$ cat config.mk
export PLATFORM = sky130hd
export DESIGN_NAME = gameplay_datapath
export DESIGN_NICKNAME = d
export VERILOG_FILES = /design/src/rtl/gameplay_pkg.sv /design/src/rtl/gameplay_datapath_block_shifter.sv /design/src/rtl/gameplay_datapath.sv
export SDC_FILE = /design/constraint.sdc
export NUM_CORES = 1
export LEC_CHECK = 0
export ABC_CLOCK_PERIOD_IN_PS = 3500
export CAP_MARGIN = 20
export CORE_MARGIN = 2
export CORE_UTILIZATION = 45
export DETAILED_ROUTE_END_ITERATION = 16
export PLACE_DENSITY = 0.65
export SETUP_SLACK_MARGIN = 0.3
export SYNTH_ARGS = -nofsm -noshare
export SYNTH_HDL_FRONTEND = slang
export SYNTH_SLANG_ARGS = --single-unit
$ cat constraint.sdc
create_clock -name clk -period 3.5 [get_ports clk]
set_input_delay 0.35 -clock clk [delete_from_list [all_inputs] [get_ports clk]]
set_output_delay 0.35 -clock clk [all_outputs]
set_load 0.01 [all_outputs]
$ cat src/rtl/gameplay_pkg.sv
// Shared geometry, register widths and direction encoding for the gameplay datapath.
package gameplay_pkg;
  localparam int SCREEN_W = 160;
  localparam int BLOCK_W  = 16;
  localparam int ROW_H    = 4;
  localparam int BASE_Y   = 116;
  localparam int X_MAX    = SCREEN_W - BLOCK_W;
  localparam int MAX_ROW  = BASE_Y / ROW_H;

  localparam int X_W      = 8;
  localparam int Y_W      = 7;
  localparam int ROW_W    = 5;
  localparam int SCORE_W  = 10;
  localparam int CH_W     = 4;
  localparam int PERIOD_W = 20;

  localparam logic DIR_LEFT  = 1'b0;
  localparam logic DIR_RIGHT = 1'b1;
endpackage

$ cat src/rtl/gameplay_datapath_block_shifter.sv
// Step-rate divider plus x/direction register; bounces the active block off both screen edges.
module block_shifter
  import gameplay_pkg::*;
(
  input  logic                clk,
  input  logic                resetn,
  input  logic                ld_x,
  input  logic                ld_d,
  input  logic                enable,
  input  logic [PERIOD_W-1:0] period,
  output logic [X_W-1:0]      x,
  output logic                dir
);
  logic [PERIOD_W-1:0] tick;
  logic                step;

  // >= rather than == so a period shortened below the live tick steps at once;
  // a period of 0 (deepest level at tiny BASE_PERIOD) steps every cycle.
  assign step = ({1'b0, tick} + (PERIOD_W+1)'(1)) >= {1'b0, period};

  always_ff @(posedge clk) begin
    if (!resetn) begin
      x    <= '0;
      dir  <= DIR_RIGHT;
      tick <= '0;
    end else begin
      if (ld_x) begin
        x    <= '0;
        tick <= '0;
      end else if (enable) begin
        if (step) begin
          tick <= '0;
          if (dir == DIR_RIGHT) begin
            if (x == X_W'(X_MAX)) begin
              x   <= X_W'(X_MAX - 1);
              dir <= DIR_LEFT;
            end else begin
              x <= x + X_W'(1);
            end
          end else begin
            if (x == '0) begin
              x   <= X_W'(1);
              dir <= DIR_RIGHT;
            end else begin
              x <= x - X_W'(1);
            end
          end
        end else begin
          tick <= tick + PERIOD_W'(1);
        end
      end
      if (ld_d) dir <= DIR_RIGHT;
    end
  end
endmodule

$ cat src/rtl/gameplay_datapath.sv
// Gameplay datapath: executes one-cycle FSM commands and reports chances-left (c) and overlap (o).
module gameplay_datapath
  import gameplay_pkg::*;
#(
  parameter int CHANCES_INIT = 10,
  parameter int BASE_PERIOD  = 833333,
  parameter int LVL_ROWS     = 4,
  parameter int MAX_LVL      = 3
) (
  input  logic               clk,
  input  logic               resetn,
  input  logic               ld_x,
  input  logic               ld_y,
  input  logic               ld_d,
  input  logic               ld_df,
  input  logic               enable,
  input  logic               save_x,
  input  logic               inc_row,
  input  logic               inc_score,
  input  logic               dec_chances,
  output logic               c,
  output logic               o,
  output logic [X_W-1:0]     x,
  output logic [Y_W-1:0]     y,
  output logic [X_W-1:0]     prev_x,
  output logic [ROW_W-1:0]   row,
  output logic [SCORE_W-1:0] score,
  output logic [CH_W-1:0]    chances
);
  logic [PERIOD_W-1:0] period;
  logic                prev_valid;
  logic                dir;
  logic [ROW_W-1:0]    lvl_raw;
  logic [ROW_W-1:0]    lvl;
  logic [X_W:0]        dx;

  block_shifter u_shifter (
    .clk    (clk),
    .resetn (resetn),
    .ld_x   (ld_x),
    .ld_d   (ld_d),
    .enable (enable),
    .period (period),
    .x      (x),
    .dir    (dir)
  );

  assign lvl_raw = row / ROW_W'(LVL_ROWS);
  assign lvl     = (lvl_raw > ROW_W'(MAX_LVL)) ? ROW_W'(MAX_LVL) : lvl_raw;

  always_ff @(posedge clk) begin
    if (!resetn) begin
      y          <= Y_W'(BASE_Y);
      prev_x     <= '0;
      prev_valid <= 1'b0;
      row        <= '0;
      score      <= '0;
      chances    <= CH_W'(CHANCES_INIT);
      period     <= PERIOD_W'(BASE_PERIOD);
    end else begin
      if (ld_y)  y      <= Y_W'(BASE_Y - int'(row) * ROW_H);
      if (ld_df) period <= PERIOD_W'(BASE_PERIOD) >> lvl;
      if (save_x) begin
        prev_x     <= x;
        prev_valid <= 1'b1;
      end
      if (inc_row && row != ROW_W'(MAX_ROW)) row     <= row + ROW_W'(1);
      if (inc_score && score != '1)          score   <= score + SCORE_W'(1);
      if (dec_chances && chances != '0)      chances <= chances - CH_W'(1);
    end
  end

  // Touching edges (distance exactly BLOCK_W) do not count as overlap.
  assign dx = (x >= prev_x) ? ({1'b0, x} - {1'b0, prev_x}) : ({1'b0, prev_x} - {1'b0, x});
  assign o  = !prev_valid || (dx < (X_W+1)'(BLOCK_W));
  assign c  = (chances != '0);
endmodule

==> results.md <==
* Run status: finished clean
* Number of endpoints with negative hold slack in the final report at 0
* Yosys top cell area share at 31.18%
* Fillcell total at roughly 1,000
* Seq cells post-synth at 81
* Crit path buffers/inverters at 0
* CTS sink cnt at between 80 and 90
* Pin count of the biggest net entering global routing at 30
* Proportion of power drawn by the clock network at between 50% and 60%
* Residual DRC count at 0
* Number of global-route vias before repair at about 4,600
* Count of input and output buffers at 52
* CTS tree: built
* CTS H-tree depth at 3
* Biggest cell delay along the critical path at 0.57 ns
* Via Count at just under 5,000
* Type of the worst setup path: register to register
* Cts bufs inserted at 9
* Gate power share at between 6 and 7%
* Most frequent cell after synthesis: dfxtp_1
* Worst Hold Margin at between 0.4 and 0.5 ns
* DRT Wirelength at approximately 13,000 um
* Worst Hold Class: register to register
* Leakage power figure at around 2.8 nW
* RD Place Congestion at between 0.9 and 1
* Clock skew after layout at around 0.0086 ns
* Latest clock arrival within the worst-skew pair at approximately 0.35 ns
* Chain of cells forming the critical path: ha_4, and3_4, nand2_4, or4_4, nor2_4, xor2_2, ha_4, a21oi_2, o22ai_1, nor2_1, o311ai_4, or2_4, or3_1, a21oi_2
* Post-layout minimum cycle time at 3.249 ns
* Maximum VDD drop at slightly above 0.0003 V
* Final Cycle Share at between 90 and 100%
* Area grow syn2layout at 28.30%
* Number of maximum-capacitance constraint violations at 0
* Startpoint type of the worst setup path: register
* Number of antenna diodes at 0
* Overall global routing resource usage at approximately 22%
* Width of the die at 111.5 um
* Full die area at roughly 12,000 sq um
* Data required time of the worst path at 3.78 ns
* Final HPWL from detailed placement at approximately 9300 um
* CTS Buffer Depth at 2
* Post-synthesis cell area at about 5200 sq um
* Count of hold buffers inserted by post-cts repair at 0
* Max stage delay cell, worst path: or4_4
* Final count of negative-setup-slack endpoints at 0
* Fraction of the yosys area taken by sequential cells at 31.18%
* Final setup TNS at 0 ns
* Clock transition at the register clock pins on the worst setup and hold paths after CTS at roughly 0.060 ns
* Net load switching power at around 500 uW
* Number of instances in the synthesized netlist at approximately 650
* Final Slew Violations at 0
* Max Fanout on Critical Path at 7
* Avg Synthesized Cell Area at about 8 sq um
* Highest achievable clock rate at 307.8 MHz
* Slew Limit Headroom at about 28%
* Die Y-Extent at around 110 um
* First-pass GRT wire length at ~22,000 um
* Synth async-reset ratio at 0%
* Internal at between 1.5 and 2 mW
* Predominant post-synthesis flop cell: dfxtp_1
* Measured slew at the worst slew-check pin at 1.077 ns
* Arrival time at the worst endpoint at approximately 3.5 ns
* First-pass iteration count of the detailed router at 5
* Fraction of layout instances using a drive strength above 1 at 15.84%
* Number of library cell types mapped by synthesis at between 50 and 60
* Number of rows created at floorplan at 39
* Most frequent cells after synthesis: dfxtp_1 (81), nand2_1 (76), ha_1 (52)
* FF-to-FF Start: u_shifter.tick[0]$_SDFFE_PP0P_
* RSZ-0062 raised after global routing: true
* Largest area contributor in the netlist: dfxtp_1
* Clock root buffer: clkbuf_16
* R2R Setup Slk at ~0.25 ns
* Launch point of the worst path: u_shifter.tick[0]$_SDFFE_PP0P_
* Count of warnings emitted by yosys at 0
* Sequential cell fraction of total power at 43.1%
* Average detailed-routed wire length per instance at ~15 um
* Number of DRC markers after the initial detailed-route iteration at approximately 300
* I/O pin count at 55
* Area of the core at around 11,000 sq um
* Crit. End Element: register
* Initial antenna violation count at 0
* Post-synth EDFFs at 0
* P per Cell Area at 333.2 nW/um^2
* Effective utilization at floorplan at a little under half
* Via/cell ratio at around 5.6
* Final layout net count at approximately 780
* Startpoint of the most critical hold path: period[16]$_SDFFE_PN0P_
* Fraction of power spent switching nets at roughly 22%
* Total gr overflow at 0
* Post-detailed-route count of antenna-violating nets at 0
* Pwr Total at ~2.2 mW
* Dominant cells by area after synthesis: dfxtp_1 (31%), ha_1 (13%), nand2_1 (5.5%), xnor2_1 (4.7%), nand3_1 (4.2%)
* Gate family responsible for the most delay along the worst path: simple AND/OR/NAND/NOR gates
worst reg2reg max path, cell delays in order, from the launching register on:
cell	delay (ns)
dfxtp_4	0.36
ha_4	0.13
and3_4	0.20
nand2_4	0.06
or4_4	0.57
nor2_4	0.13
xor2_2	0.20
ha_4	0.24
a21oi_2	0.13
o22ai_1	0.08
nor2_1	0.18
o311ai_4	0.15
or2_4	0.29
or3_1	0.33
a21oi_2	0.13
logic make-up after synthesis:
kind of cell    count (synthesis)  share of synthesized area [%]
buf+inv                        83                          6.473
other cells                     1                        0.07212
compound gates                135                          16.84
flops                          81                          31.18
simple gates                  248                          23.99
mux                            14                          2.695
fa+ha+maj                      52                          12.51
xor+xnor                       37                          6.232
layout make-up:
| class | instances | area [sq um] | share of cell area [%] |
|---|---|---|---|
| Multi-Input combinational cell | 488 | 3487 | 52.27 |
| Clock inverter | 6 | 115.1 | 1.725 |
| Sequential cell | 81 | 1632 | 24.46 |
| Tap cell | 143 | 178.9 | 2.682 |
| Timing Repair Buffer | 92 | 835.8 | 12.53 |
| Clock buffer | 10 | 239.0 | 3.582 |
| Inverter | 49 | 183.9 | 2.757 |
per-stage QoR:
| stage | utilization (%) | instances | setup WS, ns | cell area (sq um) |
|---|---|---|---|---|
| 2_1_floorplan | - | 652 | 0.2663 | 5258 |
| 3_3_place_gp | 52.35 | 835 | 0.1781 | 5952 |
| 3_5_place_dp | 52.35 | 835 | 0.03958 | 5952 |
| 4_1_cts | 57.11 | 866 | 0.2337 | 6494 |
| 5_1_grt | 58.68 | 869 | 0.1196 | 6671 |
| 6_report | 58.68 | 869 | 0.2514 | 6671 |
metal layers:
metal	global-route usage, %	vias to the layer above	wire length (um)	part of all wire, %
li1	-	2404	-	-
met1	29.93	2285	6330	47
met2	32.97	170	5857	44
met3	5.825	25	974	7.3
met4	7.325	0	259	1.9
met5	0	-	0	0
what timing repair did:
| action | CTS | global route |
|---|---|---|
| buffers inserted | 15 | 3 |
| endpoints found under the setup margin | 26 | 30 |
| pin swaps | 11 | 14 |
| resized for setup | 15 | 37 |
| endpoints found under the hold margin | 0 | 0 |
| cloned | 0 | 0 |
sequential cells by signal (all words and copies together), names as in the netlist, 4 cells and up:
register        count
period             19
chances             4
u_shifter.tick     20
row                 5
y                   5
prev_x              8
score              10
u_shifter.x         8
final timing paths:
path                                    end  cells after the start
min reg2reg         period[16]$_SDFFE_PN0P_                      2
min                 period[16]$_SDFFE_PN0P_                      2
max          u_shifter.tick[0]$_SDFFE_PP0P_                     14
max reg2reg  u_shifter.tick[0]$_SDFFE_PP0P_                     14
power groups by stage:
stage,Sequential (mW),Clock [mW],Combinational [mW]
6_report,0.959,1.11,0.153
4_1_cts,0.959,1.14,0.150
5_1_grt,0.961,1.17,0.170
2_1_floorplan,0.982,0,0.0845
3_5_place_dp,0.980,0,0.147
3_3_place_gp,0.980,0,0.145
cell usage in the layout, fill, tap and decap left out, types with 4 or more instances in the layout:
master	Yosys	layout
ha_1	52	48
dfxtp_1	81	75
o31ai_1	8	6
o21ai_0	43	39
nor4_1	8	7
o211ai_1	9	9
nand3_1	44	40
a21oi_2	0	9
ha_4	0	4
nand2_1	76	76
clkbuf_16	0	9
nor2b_1	17	17
buf_4	4	38
nor2_1	28	25
nand4_1	13	13
xnor2_1	28	27
dfxtp_2	0	5
a21o_1	4	4
and2_1	17	17
nor3_1	12	10
clkdlybuf4s50_1	0	51
mux2i_1	14	14
and3_1	8	7
inv_1	49	48
a21boi_0	5	4
nand3_2	0	4
a21oi_1	35	26
xor2_1	9	6
or3_1	6	5
No activity file was read; power rests on OpenSTA's default activity.
